`src/rtl/midi_gate_ctrl.sv`:
```
// Monophonic MIDI note front end: channel-filtered parser, last-note-priority stack, gate pulses.
// Optional macro MIDI_ALL_NOTES_OFF_EN enables CC 123 (All Notes Off) handling.
module midi_gate_ctrl #(
    parameter logic [3:0] MIDI_CHANNEL = 4'd0,
    parameter int         STACK_DEPTH  = 4
) (
    input  logic       clk,
    input  logic       rst,
    input  logic [7:0] midi_byte,
    input  logic       midi_dv,
    output logic       gate_on,
    output logic       gate_off,
    output logic       gate,
    output logic [6:0] note,
    output logic [6:0] velocity
);
    localparam int CW = $clog2(STACK_DEPTH + 1);

    typedef enum logic [1:0] {S_IDLE, S_WAIT_D1, S_WAIT_D2} state_t;

    state_t      r_state, w_state_next;
    logic [3:0]  r_type, r_chan;
    logic [6:0]  r_d1;
    logic [6:0]  r_stack [STACK_DEPTH];
    logic [CW-1:0] r_count;
    logic        r_gate_on, r_gate_off, r_gate;
    logic [6:0]  r_note, r_velocity;

    logic        w_complete, w_latch_status, w_clear_status, w_latch_d1;
    logic        w_for_us, w_note_on, w_note_off, w_all_off;

    // Parser: realtime bytes fall through with no effect on any state.
    always_comb begin
        w_state_next   = r_state;
        w_complete     = 1'b0;
        w_latch_status = 1'b0;
        w_clear_status = 1'b0;
        w_latch_d1     = 1'b0;
        if (midi_dv) begin
            if (midi_byte >= 8'hF8) begin
                w_state_next = r_state;
            end else if (midi_byte >= 8'hF0) begin
                w_clear_status = 1'b1;
                w_state_next   = S_IDLE;
            end else if (midi_byte[7]) begin
                w_latch_status = 1'b1;
                w_state_next   = S_WAIT_D1;
            end else begin
                case (r_state)
                    S_WAIT_D1: begin
                        if (r_type != 4'hC && r_type != 4'hD) begin
                            w_latch_d1   = 1'b1;
                            w_state_next = S_WAIT_D2;
                        end
                    end
                    S_WAIT_D2: begin
                        w_complete   = 1'b1;
                        w_state_next = S_WAIT_D1;
                    end
                    default: w_state_next = r_state;
                endcase
            end
        end
    end

    assign w_for_us   = w_complete && (r_chan == MIDI_CHANNEL);
    assign w_note_on  = w_for_us && (r_type == 4'h9) && (midi_byte[6:0] != 7'd0);
    assign w_note_off = w_for_us && ((r_type == 4'h8) ||
                                     ((r_type == 4'h9) && (midi_byte[6:0] == 7'd0)));
`ifdef MIDI_ALL_NOTES_OFF_EN
    assign w_all_off  = w_for_us && (r_type == 4'hB) && (r_d1 == 7'h7B);
`else
    assign w_all_off  = 1'b0;
`endif

    // Stack: index 0 is the oldest entry, r_count-1 is the top.
    logic [STACK_DEPTH-1:0] w_match;
    logic          w_hit, w_top_hit, w_full;
    logic [CW-1:0] w_pos, w_rm_count, w_on_count, w_push_idx;
    logic [6:0]    w_rm [STACK_DEPTH];
    logic [6:0]    w_on [STACK_DEPTH];
    logic [6:0]    w_new_top;

    always_comb begin
        w_pos = '0;
        for (int i = STACK_DEPTH - 1; i >= 0; i--) begin
            if (w_match[i]) w_pos = CW'(i);
        end
    end

    assign w_hit      = |w_match;
    assign w_top_hit  = w_hit && (w_pos == r_count - CW'(1));
    assign w_rm_count = w_hit ? r_count - CW'(1) : r_count;
    assign w_full     = (w_rm_count == CW'(STACK_DEPTH));
    assign w_push_idx = w_full ? CW'(STACK_DEPTH - 1) : w_rm_count;
    assign w_on_count = w_full ? w_rm_count : w_rm_count + CW'(1);
    assign w_new_top  = w_rm[w_rm_count - CW'(1)];

    genvar gi;
    generate
        for (gi = 0; gi < STACK_DEPTH; gi++) begin : g_stack
            assign w_match[gi] = (CW'(gi) < r_count) && (r_stack[gi] == r_d1);
            if (gi == STACK_DEPTH - 1) begin : g_last
                assign w_rm[gi] = r_stack[gi];
                assign w_on[gi] = (CW'(gi) == w_push_idx) ? r_d1 : w_rm[gi];
            end else begin : g_mid
                assign w_rm[gi] = (w_hit && CW'(gi) >= w_pos) ? r_stack[gi+1] : r_stack[gi];
                assign w_on[gi] = (CW'(gi) == w_push_idx) ? r_d1
                                : (w_full ? w_rm[gi+1] : w_rm[gi]);
            end
        end
    endgenerate

    always_ff @(posedge clk) begin
        if (rst) begin
            r_state    <= S_IDLE;
            r_type     <= '0;
            r_chan     <= '0;
            r_d1       <= '0;
            r_count    <= '0;
            r_gate_on  <= 1'b0;
            r_gate_off <= 1'b0;
            r_gate     <= 1'b0;
            r_note     <= '0;
            r_velocity <= '0;
            for (int i = 0; i < STACK_DEPTH; i++) r_stack[i] <= '0;
        end else begin
            r_state    <= w_state_next;
            r_gate_on  <= 1'b0;
            r_gate_off <= 1'b0;
            if (w_latch_status) begin
                r_type <= midi_byte[7:4];
                r_chan <= midi_byte[3:0];
            end else if (w_clear_status) begin
                r_type <= '0;
                r_chan <= '0;
            end
            if (w_latch_d1) r_d1 <= midi_byte[6:0];

            if (w_note_on) begin
                for (int i = 0; i < STACK_DEPTH; i++) r_stack[i] <= w_on[i];
                r_count    <= w_on_count;
                r_note     <= r_d1;
                r_velocity <= midi_byte[6:0];
                r_gate_on  <= 1'b1;
                r_gate     <= 1'b1;
            end else if (w_note_off && w_hit) begin
                for (int i = 0; i < STACK_DEPTH; i++) r_stack[i] <= w_rm[i];
                r_count <= w_rm_count;
                if (w_top_hit) begin
                    if (w_rm_count != '0) begin
                        r_note    <= w_new_top;
                        r_gate_on <= 1'b1;
                    end else begin
                        r_gate_off <= 1'b1;
                        r_gate     <= 1'b0;
                    end
                end
            end else if (w_all_off) begin
                r_count    <= '0;
                r_gate_off <= r_gate;
                r_gate     <= 1'b0;
            end
        end
    end

    assign gate_on  = r_gate_on;
    assign gate_off = r_gate_off;
    assign gate     = r_gate;
    assign note     = r_note;
    assign velocity = r_velocity;
endmodule

```
`config.mk`:
```
export PLATFORM = sky130hd
export DESIGN_NAME = midi_gate_ctrl
export DESIGN_NICKNAME = d
export VERILOG_FILES = /design/src/rtl/midi_gate_ctrl.sv
export SDC_FILE = /design/constraint.sdc
export NUM_CORES = 1
export LEC_CHECK = 0
export ABC_AREA = 1
export BUFFER_PORTS_ARGS = -buffer_cell sky130_fd_sc_hd__buf_2
export CORE_MARGIN = 4
export CORE_UTILIZATION = 56
export CTS_CLUSTER_DIAMETER = 80
export DETAILED_ROUTE_END_ITERATION = 10
export GPL_ROUTABILITY_DRIVEN = 0
export PLACE_DENSITY = 0.77
export REMOVE_ABC_BUFFERS = 1
export SYNTH_ARGS = -nofsm -noshare
export SYNTH_HDL_FRONTEND = slang
export SYNTH_SLANG_ARGS = --single-unit
```
`constraint.sdc`:
```
create_clock -name clk -period 3 [get_ports clk]
set_input_delay 0.6 -clock clk [delete_from_list [all_inputs] [get_ports clk]]
set_output_delay 0.6 -clock clk [all_outputs]
set_load 0.005 [all_outputs]
```
==> flow_metrics.py <==
metrics = {
    "run_status": {
        "status": "completed",
    },
    "synthesis": {
        "synth_area_leaders": "nand2_1 (19%), edfxtp_1 (17%), dfxtp_1 (15%)",
        "synthSimpleGateAreaFrac_pct": 40.2,
        "synthXorXnorAreaFrac_pct": 1.26,
        "synth_area_per_cell_um2": 6.42,
        "synth_top_cell_by_area": "nand2_1",
        "synthMuxAreaShare_pct": 0,
        "synth_top_family_by_area": "simple AND/OR/NAND/NOR gates",
        "syn-cell-area_um2": 4860,
        "synth_top_area_share_pct": 19.1,
        "synth_compound_area_share_pct": 11.7,
        "synthAdderAreaFrac_pct": 2.32,
        "syn_inst": 758,
        "synth-seq-cells": 65,
        "ys_seq_area_share_pct": 32.5,
        "yosysUniqueCellTypes": 38,
        "ys_warn_count": 0,
    },
    "power": {
        "power_mw": 1.98,
        "clockPowerShare_pct": 41.9,
        "p_comb_share_pct": 9.4,
        "ir_drop_v": 0.000355,
        "power.net_switching_mw": 0.539,
        "p_leak_nw": 2.84,
        "swShare_pct": 27.3,
        "power.internal_mw": 1.44,
        "power_density_nw_per_um2": 366,
        "pwr-share-seq_pct": 48.7,
    },
    "critical_path": {
        "worstPathRequired_ns": 3.12,
        "cp.arrival_ns": 2.95,
        "crit_family": "simple AND/OR/NAND/NOR gates",
        "cp-end-kind": "register",
        "crit_type": "register to register",
        "r2r_cells": 20,
        "path_max_fanout": 27,
        "cp_cell_sequence": "inv_1, nand2_1, nand2_1, nor2_1, nand2_1, inv_1, nand2_1, nand2_8, nor2_2, nand2_1, o21ai_2, inv_1, ha_2, nand2_4, buf_6, inv_4, nand3_1, nor2_1, nor2_1, nand2_1",
        "crit_top_cell": "nand2_1",
        "crit_path_start_kind": "register",
        "worstReg2RegStart": "r_stack[3][5]",
        "worst_r2r_endpoint": "r_stack[2][6]",
        "cp_slowest_cell": "edfxtp_1",
        "crit_cells": 20,
        "critPathBufInv": 5,
        "reg2reg_slack_ns": 0.16,
        "critPathMaxStageDelay_ns": 0.42,
    },
    "routing": {
        "drtPass1Iterations": 7,
        "via_count": 5315,
        "postRouteAntennaNets": 0,
        "drc": 0,
        "vias_per_cell": 5.88,
        "drt_iter0_markers": 771,
        "routedWlPerCell_um": 17.0,
        "wirelength_um": 15400,
    },
    "timing": {
        "worstMarginPinSlew_ns": 0.686,
        "period_minus_slack_ns": 2.84,
        "fin_ws_ns": 0.163,
        "final_hold_viol_count": 0,
        "maxSlewHeadroom_pct": 54.1,
        "setup_viol": 0,
        "fin_skew_ns": 0.0129,
        "drv_slew": 0,
        "max_freq_mhz": 352,
        "finalCritPeriodShare_pct": 94.6,
        "holdWs_ns": 0.461,
        "rsz0062_at_grt": "false",
        "fin_setup_tns_ns": 0,
    },
    "cts": {
        "clk_path_buf_depth": 2,
        "numCtsBuffers": 9,
        "ctsHoldBuffers": 0,
        "clock-sinks": 65,
        "htree_levels": 3,
        "cts.clk_slew.worst_paths_ns": 0.09,
        "clock-root-buffer": "clkbuf_8",
        "cts_tree": "built",
        "clock_latency_ns": 0.35,
    },
    "die": {
        "die_area_um2": 10200,
        "die_x_um": 101,
        "io_pins": 28,
        "die_height_um": 101,
        "start_util_pct": 58.3,
        "core_um2": 8340,
        "core.rowCount": 33,
    },
    "min_path": {
        "hold_depth": 2,
        "holdPathEnd": "velocity[4]",
        "hold_start": "velocity[4]",
        "hold_class": "register to register",
    },
    "final_layout": {
        "diodes": 0,
        "final_util_pct": 64.7,
        "final_nets": 814,
        "area_delta_synth_final_pct": 11.0,
        "layout-drive-gt1-share_pct": 14.8,
    },
    "global_routing": {
        "grt_pass1_wl_um": 25000,
        "grt_max_degree": 33,
        "grt_pass1_vias": 4968,
        "grt_use_total_pct": 31.0,
        "antenna_found_initial": 0,
        "grt_overflow": 0,
    },
    "place": {
        "port_buffers": 27,
        "dp_hpwl_um": 11600,
        "place_worst_setup_slack_ns": -0.0251,
    },
    "job": {
        "drv_cap": 0,
    },
}
## layer usage
layer / wire [um] / global-route usage (%)
met1: 6100 / 40.8
met2: 6860 / 49.1
met3: 1730 / 6.34
met4: 697 / 14.4
met5: 0 / 0
## Yosys cell counts (all sizes together)
| cell type | count |
|---|---|
| ha | 9 |
| xor2 | 3 |
| clkbuf | 10 |
| nor2 | 70 |
| a211oi | 2 |
| nand3 | 87 |
| a22oi | 9 |
| buf | 12 |
| nand3b | 2 |
| dfxtp | 37 |
| nor4 | 2 |
| o211ai | 8 |
| nand4 | 15 |
| nand2 | 261 |
| o22ai | 9 |
| a21oi | 17 |
| xnor2 | 4 |
| edfxtp | 28 |
| o21bai | 3 |
| nor3 | 5 |
| o21ai | 43 |
| inv | 122 |
## worst max-delay path by stage
stage                   from       endpoint  slack (ns)
4_1_cts           r_count[2]  r_stack[0][1]        0.02
3_5_place_dp      r_count[2]  r_stack[3][4]       -0.03
6_report       r_stack[3][5]  r_stack[2][6]        0.16
3_3_place_gp      r_count[2]  r_stack[3][3]        0.04
2_1_floorplan     r_count[2]  r_stack[0][0]       -0.27
5_1_grt              r_d1[0]  r_stack[0][4]       0.004
## sequential cells by signal, summed over array words and instances (netlist names)
name / count
r_stack: 28
note: 7
r_d1: 7
velocity: 7
r_chan: 4
r_type: 4
r_count: 3
r_state: 2
gate: 1
gate_off: 1
gate_on: 1
## worst register-to-register path, cell delays in order (launching register included)
cell      delay [ns]
edfxtp_1        0.42
inv_1           0.16
nand2_1         0.10
nand2_1         0.08
nor2_1          0.04
nand2_1         0.12
inv_1           0.05
nand2_1         0.15
nand2_8         0.10
nor2_2          0.15
nand2_1         0.07
o21ai_2         0.07
inv_1           0.10
ha_2            0.21
nand2_4         0.08
buf_6           0.24
inv_4           0.11
nand3_1         0.15
nor2_1          0.06
nor2_1          0.10
nand2_1         0.06
## layout make-up
type,instances,area (um^2)
fill,760,2940
timing repair buffer,47,289
tap,105,131
sequential,65,1590
multi-input combinational,549,2720
inverter,122,460
clock buffer,10,149
clock inverter,6,63.8
## power by group through the flow
| stage | logic [mW] | clock network (mW) | registers (mW) |
|---|---|---|---|
| after CTS | 0.181 | 0.818 | 0.962 |
| final | 0.186 | 0.828 | 0.964 |
| after detailed placement | 0.180 | 0 | 0.983 |
| after global routing | 0.209 | 0.858 | 0.966 |
| after global placement | 0.175 | 0 | 0.982 |
| after floorplan | 0.126 | 0 | 0.976 |
## per-stage QoR
step                      cells  area [um^2]
after floorplan             736         4740
after global placement      888         5150
after detailed placement    888         5150
after CTS                   904         5370
after global routing        904         5400
final                       904         5400
## kinds of logic (layout without fill, tap and decap cells)
| group | after synthesis | in the layout |
|---|---|---|
| xor+xnor | 7 | 7 |
| buf+inv | 144 | 185 |
| compound gates | 91 | 91 |
| simple gates | 442 | 442 |
| flops | 65 | 65 |
| fa+ha+maj | 9 | 9 |
## cells in the final DEF (no fill, tap or decap), types with 5 or more instances in the layout
cell / count
o211ai_1: 5
inv_2: 11
o21ai_2: 5
o21ai_1: 7
a21oi_1: 17
o22ai_1: 9
inv_1: 110
nand3_1: 85
nor2_2: 8
nand2_4: 6
nand4_1: 14
buf_2: 27
o21ai_0: 31
nor2_1: 61
edfxtp_1: 28
nand2_2: 6
a22oi_1: 9
dfxtp_1: 30
clkbuf_8: 9
ha_1: 8
buf_4: 19
nand2_1: 247
dfxtp_2: 7
## repair_timing
| item | 4_1_cts | 5_1_grt |
|---|---|---|
| hold endpoints to repair | 0 | 0 |
| gates resized for setup | 2 | 12 |
| endpoints found under the setup margin | 10 | 35 |
| setup buffers | 0 | 0 |
Power figures use the tool's default switching activity.
